File: config.mk
export PLATFORM = sky130hd
export DESIGN_NAME = rx_serial_flat
export DESIGN_NICKNAME = d
export VERILOG_FILES = /design/src/rtl/uart_pkg.sv /design/src/rtl/rx_serial_if.sv /design/src/rtl/rx_serial.sv /design/src/flat_wrapper.sv
export SDC_FILE = /design/constraint.sdc
export NUM_CORES = 1
export LEC_CHECK = 0
export CAP_MARGIN = 20
export CORE_MARGIN = 2
export CORE_UTILIZATION = 40
export DETAILED_ROUTE_END_ITERATION = 10
export SKIP_LAST_GASP = 1
export SYNTH_ARGS = -nofsm -noshare
export SYNTH_HDL_FRONTEND = slang
export SYNTH_SLANG_ARGS = --single-unit
File: constraint.sdc
create_clock -name clk -period 1.6 [get_ports clk]
set_clock_uncertainty 0.1 [all_clocks]
set_input_delay 0.16 -clock clk [delete_from_list [all_inputs] [get_ports clk]]
set_output_delay 0.16 -clock clk [all_outputs]
set_load 0.01 [all_outputs]
File: src/rtl/uart_pkg.sv
// ------------------------------------------------------------------
// uart_pkg : constants shared by the framed-link transmitter and receiver
// Rev 1.0
// ------------------------------------------------------------------
`default_nettype none

package uart_pkg;

  localparam int DEF_N_DADO  = 4;
  localparam int DEF_N_INSTR = 4;
  localparam int FRAME_BITS  = DEF_N_DADO + DEF_N_INSTR;

  typedef enum logic [1:0] {
    OCIOSO  = 2'd0,
    RECEBE  = 2'd1,
    PARADA  = 2'd2,
    AGUARDA = 2'd3
  } state_t;

endpackage

`default_nettype wire

File: src/rtl/rx_serial_if.sv
// ------------------------------------------------------------------
// rx_serial_if : serial line in, deframed fields and strobes out
// Rev 1.0
// ------------------------------------------------------------------
`default_nettype none

interface rx_serial_if #(
  parameter int N_DADO  = 4,
  parameter int N_INSTR = 4
);

  logic               info_entrada;
  logic [N_DADO-1:0]  dado;
  logic [N_INSTR-1:0] instrucao;
  logic               valido;
  logic               erro;
  logic               ocupado;

  modport master (
    input  info_entrada,
    output dado, instrucao, valido, erro, ocupado
  );

  modport slave (
    output info_entrada,
    input  dado, instrucao, valido, erro, ocupado
  );

endinterface

`default_nettype wire

File: src/rtl/rx_serial.sv
// ------------------------------------------------------------------
// rx_serial : single-wire framed receiver, one bit per clk, LSB first
// Rev 1.0
// ------------------------------------------------------------------
`default_nettype none

module rx_serial
  import uart_pkg::*;
#(
  parameter int N_DADO  = DEF_N_DADO,
  parameter int N_INSTR = DEF_N_INSTR
) (
  input  logic         clk,
  input  logic         rst,
  rx_serial_if.master  bus
);

  localparam int             NBITS = N_DADO + N_INSTR;
  localparam int             CW    = $clog2(NBITS + 1);
  localparam logic [CW-1:0]  LAST  = CW'(NBITS - 1);

  state_t             state, state_nxt;
  logic [CW-1:0]      cnt, cnt_nxt;
  logic [NBITS-1:0]   shreg, shreg_nxt;
  logic [N_DADO-1:0]  dado_q, dado_nxt;
  logic [N_INSTR-1:0] instr_q, instr_nxt;
  logic               valido_q, valido_nxt;
  logic               erro_q, erro_nxt;
  logic               ocupado_q, ocupado_nxt;

  always_ff @(posedge clk or negedge rst) begin
    if (!rst) begin
      state     <= OCIOSO;
      cnt       <= '0;
      shreg     <= '0;
      dado_q    <= '0;
      instr_q   <= '0;
      valido_q  <= 1'b0;
      erro_q    <= 1'b0;
      ocupado_q <= 1'b0;
    end else begin
      state     <= state_nxt;
      cnt       <= cnt_nxt;
      shreg     <= shreg_nxt;
      dado_q    <= dado_nxt;
      instr_q   <= instr_nxt;
      valido_q  <= valido_nxt;
      erro_q    <= erro_nxt;
      ocupado_q <= ocupado_nxt;
    end
  end

  always_comb begin
    state_nxt  = state;
    cnt_nxt    = cnt;
    shreg_nxt  = shreg;
    dado_nxt   = dado_q;
    instr_nxt  = instr_q;
    valido_nxt = 1'b0;
    erro_nxt   = 1'b0;

    case (state)
      OCIOSO: begin
        if (!bus.info_entrada) begin
          state_nxt = RECEBE;
          cnt_nxt   = '0;
        end
      end
      RECEBE: begin
        // right shift: after NBITS shifts the first received bit sits at bit 0
        shreg_nxt = {bus.info_entrada, shreg[NBITS-1:1]};
        cnt_nxt   = cnt + CW'(1);
        if (cnt == LAST) state_nxt = PARADA;
      end
      PARADA: begin
        if (bus.info_entrada) begin
          dado_nxt   = shreg[N_DADO-1:0];
          instr_nxt  = shreg[NBITS-1:N_DADO];
          valido_nxt = 1'b1;
          state_nxt  = OCIOSO;
        end else begin
          erro_nxt  = 1'b1;
          state_nxt = AGUARDA;
        end
      end
      AGUARDA: begin
        // wait for the line to return high so a stuck-low line cannot re-arm
        if (bus.info_entrada) state_nxt = OCIOSO;
      end
      default: state_nxt = OCIOSO;
    endcase

    ocupado_nxt = (state_nxt != OCIOSO);
  end

  assign bus.dado      = dado_q;
  assign bus.instrucao = instr_q;
  assign bus.valido    = valido_q;
  assign bus.erro      = erro_q;
  assign bus.ocupado   = ocupado_q;

endmodule

`default_nettype wire

File: src/flat_wrapper.sv
// flat-port wrapper written by rule: the top's interface ports become plain ports
module rx_serial_flat import uart_pkg::*;
#(
  parameter int N_DADO  = DEF_N_DADO,
  parameter int N_INSTR = DEF_N_INSTR
)
  (clk, rst, bus_info_entrada, bus_dado, bus_instrucao, bus_valido, bus_erro, bus_ocupado);
  rx_serial_if #(.N_DADO(N_DADO), .N_INSTR(N_INSTR)) bus_i ();
  input  logic clk;
  input  logic rst;
  input wire logic [$bits(bus_i.info_entrada)-1:0] bus_info_entrada;
  output wire logic [$bits(bus_i.dado)-1:0] bus_dado;
  output wire logic [$bits(bus_i.instrucao)-1:0] bus_instrucao;
  output wire logic [$bits(bus_i.valido)-1:0] bus_valido;
  output wire logic [$bits(bus_i.erro)-1:0] bus_erro;
  output wire logic [$bits(bus_i.ocupado)-1:0] bus_ocupado;
  assign bus_i.info_entrada = bus_info_entrada;
  assign bus_dado = bus_i.dado;
  assign bus_instrucao = bus_i.instrucao;
  assign bus_valido = bus_i.valido;
  assign bus_erro = bus_i.erro;
  assign bus_ocupado = bus_i.ocupado;
  rx_serial #(.N_DADO(N_DADO), .N_INSTR(N_INSTR)) u_core (.clk(clk), .rst(rst), .bus(bus_i));
endmodule
Word level (Yosys, flattened, before mapping) --
Cells that the tools add are included. W data, S select, Z words.
Operators by class: add/subtract/negate cells 1, multiply operators 0, div/mod/pow operators 0, $lt $le $gt $ge 0, eq/ne operators 5, shifts and indexed selects 0, multiplexer cells 11, bitwise logic cells 0, reductions and logical operators 5
Operator list (number):
- $mux W2 | 4
- $pmux W2 S4 | 1
- $pmux W4 S2 | 1
- $add A4 B1 Y4 const B | 1
- $eq A2 B2 Y1 const B | 2
- $eq A4 B3 Y1 const B | 1
- $mux W1 | 4
- $mux W4 | 1
- $reduce_and A2 Y1 | 2
- $reduce_bool A2 Y1 | 2
- $eq A2 B1 Y1 const B | 1
- $logic_not A2 Y1 | 1
- $ne A2 B2 Y1 const B | 1
Storage, ports and cells: bits in registers 25, bits in latches 0, bits in writable memories 0, bits in read-only memories 0, output and inout port bits 11, word-level logic and storage cells 30, memories 0

Logic depth before layout (Yosys ltp) --
depth after elaboration 4, mapped depth 4, mapped depth without buffers 4

Worst setup path after synthesis --
Ideal clock, no wire load.
kind reg-to-reg, start register u_core.cnt[0], end register u_core.cnt[2], setup time 0.121 ns, data arrival time 1.065 ns, required time 1.379 ns, setup slack 0.314 ns, cell stages (with the launch flop) 4, path buffers 0, period minus slack after synthesis 1.286 ns, cells stage by stage dfrtp_1 ha_1 mux2_2 a22o_1
Between the ends: longest elaborated chain between the ends 2
Ends and longest elaborated chain:
- start, declared | line rx_serial.sv:23 | logic [CW-1:0] cnt, cnt_nxt;
- start signal, assigned | line rx_serial.sv:43 | cnt <= cnt_nxt;
- $add A4 B1 Y4 | line rx_serial.sv:72 | cnt_nxt = cnt + CW'(1);
- $pmux W4 S2 | line rx_serial.sv:62 | case (state)
No other way between the ends. A chain may end at the register's enable or synchronous reset.

Worst setup path in the final report --
start register u_core.instr_q[3], in the netlist u_core.bus.instrucao[3], end output port bus_instrucao[3]
RTL lines:
- start, declared | line rx_serial.sv:26 | logic [N_INSTR-1:0] instr_q, instr_nxt;
- start signal, assigned | line rx_serial.sv:46 | instr_q <= instr_nxt;
- end, declared | line flat_wrapper.sv:13 | output wire logic [$bits(bus_i.instrucao)-1:0] bus_instrucao;
No word-level cell between the ends.

==> run_results.csv <==
group,metric,value,unit
worst_hold_path,hold_path.class,"in -> async",
detailed_routing,dr.first_iter.drc_count,10,
setup_path,crit_fanout,2,
layout,layoutNonFillerInstCount,113,
floorplan,rows,18,
global_route,grtUsageTotal,0.1235,
clocking,worst_skew_pair.late_latency,0.31,ns
place,place.gp.congestion,0.6981,
detailed_routing,drt.antenna.violating_nets,0,
setup_path,cp-start-kind,"flop",
setup_path,critical_path.max_stage_delay,0.54,ns
floorplan,io_pins,14,
synth,ys_async_sr_fraction,1.000,
detailed_routing,vias,559,
detailed_routing,wirelength,1.468,mm
sta,fin_crit,1.484,ns
outcome,status,"complete, no violations",
clocking,clockRootBuffer,"clkbuf_4",
clocking,htree_num_levels,1,
clocking,cts_tree,"built",
power_and_ir_drop,ir_drop,1.146,mV
synth,synth_top_area_frac,0.6180,
sta,worst_slew_pin_slew,0.3136,ns
place,port_buffers,13,
sta,drv_slew,0,
clocking,clk_pin_slew,0.13,ns
setup_path,cp_cell_sequence,"clkdlybuf4s50_1",
sta,relSlewSlack,0.7909,
synth,ys.flop_type,"dfrtp_1",
setup_path,critPathCaptureType,"output pin",
clocking,clockBufferDepth,2,
detailed_routing,highest_layer,"met4",
setup_path,path_class,"reg -> out",
synth,ys_warn_count,0,
sta,finalSetupViolCount,0,
synth,syn_avg_cell_area,15.57,um2
setup_path,cp_slowest_cell,"clkdlybuf4s50_1",
synth,ys_ff_latch,25,
synth,synth_area_leaders,"dfrtp_1 62%, mux2_1 10%, mux2_4 7.4%",
floorplan,die_x,54.31,um
synth,synthesis.nets,69,
run,maxCapViolCount,0,
synth,syn_area,1012,um2
detailed_routing,via_per_inst,4.947,
floorplan,core_area,2432,um2
detailed_routing,routedWlPerCell,12.99,um
layout,fin_nets,88,
sta,grt_setup_unrepaired,"false",
setup_path,reg2reg_from,"u_core.state[1]$_DFF_PN0_",
sta,fin_setup_tns,0,ns
detailed_routing,drt-pass1-iter-count,4,
setup_path,startpoint,"u_core.bus.instrucao[3]$_DFFE_PN0P_",
place,dp_cells,109,
sta,fmax,673.9,MHz
floorplan,dieArea,2949,um2
global_route,grt_max_degree,26,
layout,antenna_cells,0,
clocking,numCtsBuffers,3,
setup_path,r2r_end,"u_core.shreg[7]$_DFFE_PN0P_",
global_route,grt_pass1_vias,541,
setup_path,r2r_slack,0.20,ns
setup_path,crit_arrival,1.22,ns
global_route,grt_pass1_wl,2.511,mm
synth,synth_cells,65,
setup_path,cp_top_family,"buffers and inverters",
sta,hold_viol_final,0,
sta,fin_crit_sh,0.9274,
floorplan,initial_core_util,0.4162,
synth,yosysMostFrequentCell,"dfrtp_1",
setup_path,cp.required,1.34,ns
clocking,cts_sinks,25,
synth,synth_common_cells,"25 x dfrtp_1, 9 x mux2_1, 5 x mux2_4",
setup_path,critical_path_buf_inv_count,1,
synth,synth-seq-area-share,0.6180,
power_and_ir_drop,p_per_area,1914,nW/um2
clocking,postCtsHoldBufs,0,
global_route,antenna_found_initial,0,
layout,syn2layout_area_growth,19.65,%
synth,synthDistinctLibCells,23,
detailed_routing,wl_met3,97,um
detailed_routing,wl_met2,595,um
power_and_ir_drop,fin_total_pwr,0.002319,W
synth,synth_edf_count,0,
global_route,grt-ovfl-total,0,
setup_path,rr_worst_depth,2,
layout,drive_gt1_frac,0.2169,
detailed_routing,route.detailed.drc,0,
floorplan,die_y,54.31,um
clocking,cts_resized,0,
power_and_ir_drop,leakage,0.5665,nW
place,dp_hpwl,1.004,mm
detailed_routing,wl_met1,761,um
synth,yosys.area.top_type,"dfrtp_1",
clocking,post_cts_buffers,0,
==> layer usage <==
layer	vias to the layer above	track usage
met1	269	0.1684
met3	2	0.06284
li1	268	-
met5	-	0
met4	0	0.02500
met2	20	0.1767
==> worst max-delay path by stage <==
stage,end,slack (ns),depth (start not counted)
after global placement,u_core.cnt[1]$_DFFE_PN0P_,0.11,4
after CTS,bus_instrucao[3],0.09,1
after detailed placement,u_core.cnt[1]$_DFFE_PN0P_,0.1,4
after global routing,bus_instrucao[3],0.04,1
final,bus_instrucao[3],0.12,1
after floorplan,u_core.cnt[2]$_DFFE_PN0P_,0.31,3
==> layout by cell type (no fill, tap or decap), drive strengths merged <==
cell type	Yosys	routed
a22o	1	1
buf	1	2
o21ai	3	3
dfrtp	25	25
a32o	1	1
nor2	1	1
mux2	17	17
nand3	2	2
o21bai	1	1
nand2	2	2
clkdlybuf4s50	0	13
clkinv	0	1
clkbuf	0	3
ha	1	1
nor3	2	2
nand3b	1	1
or2	1	1
a21oi	1	1
nor2b	1	1
o311ai	1	1
nand2b	1	1
inv	2	2
==> kinds of logic after synthesis <==
group           after synthesis  share of synthesized area
mux                          17                     0.2077
fa+ha+maj                     1                    0.01236
compound gates                8                    0.06180
simple gates                 11                    0.08158
buf+inv                       3                    0.01854
flops                        25                     0.6180
==> flip-flops by register name (all words and copies together) (netlist names) <==
name / count
u_core.shreg: 8
u_core.bus.dado: 4
u_core.bus.instrucao: 4
u_core.cnt: 4
u_core.state: 2
u_core.bus.erro: 1
u_core.bus.ocupado: 1
u_core.bus.valido: 1
==> area by class of cell <==
class	instances	area [um2]
clock buffer	3	22.52
sequential	25	625.6
tap	30	37.54
inverter	2	7.507
fill	222	1221
clock inverter	1	5.005
multi-input combinational	37	367.9
timing repair buffer	15	145.1
==> metrics by stage <==
stage	hold slack [ns]	utilization	instance area, um2	setup WS, ns
2_1_floorplan	-0.2356	-	1012	0.3138
3_3_place_gp	0.3772	0.4866	1184	0.1127
3_5_place_dp	0.3815	0.4866	1184	0.09808
4_1_cts	0.08906	0.4979	1211	0.09308
5_1_grt	0.1235	0.4979	1211	0.03879
6_report	0.09021	0.4979	1211	0.1162
==> power breakdown <==
group,leakage (nW),switching (W),internal (W),total (W)
clock,0.0177,0.000177,0.0000933,0.000270
combinational,0.238,0.000346,0.000592,0.000938
sequential,0.310,0.000213,0.000897,0.00111
total,0.566,0.000736,0.00158,0.00232
Power figures use the tool's default switching activity.
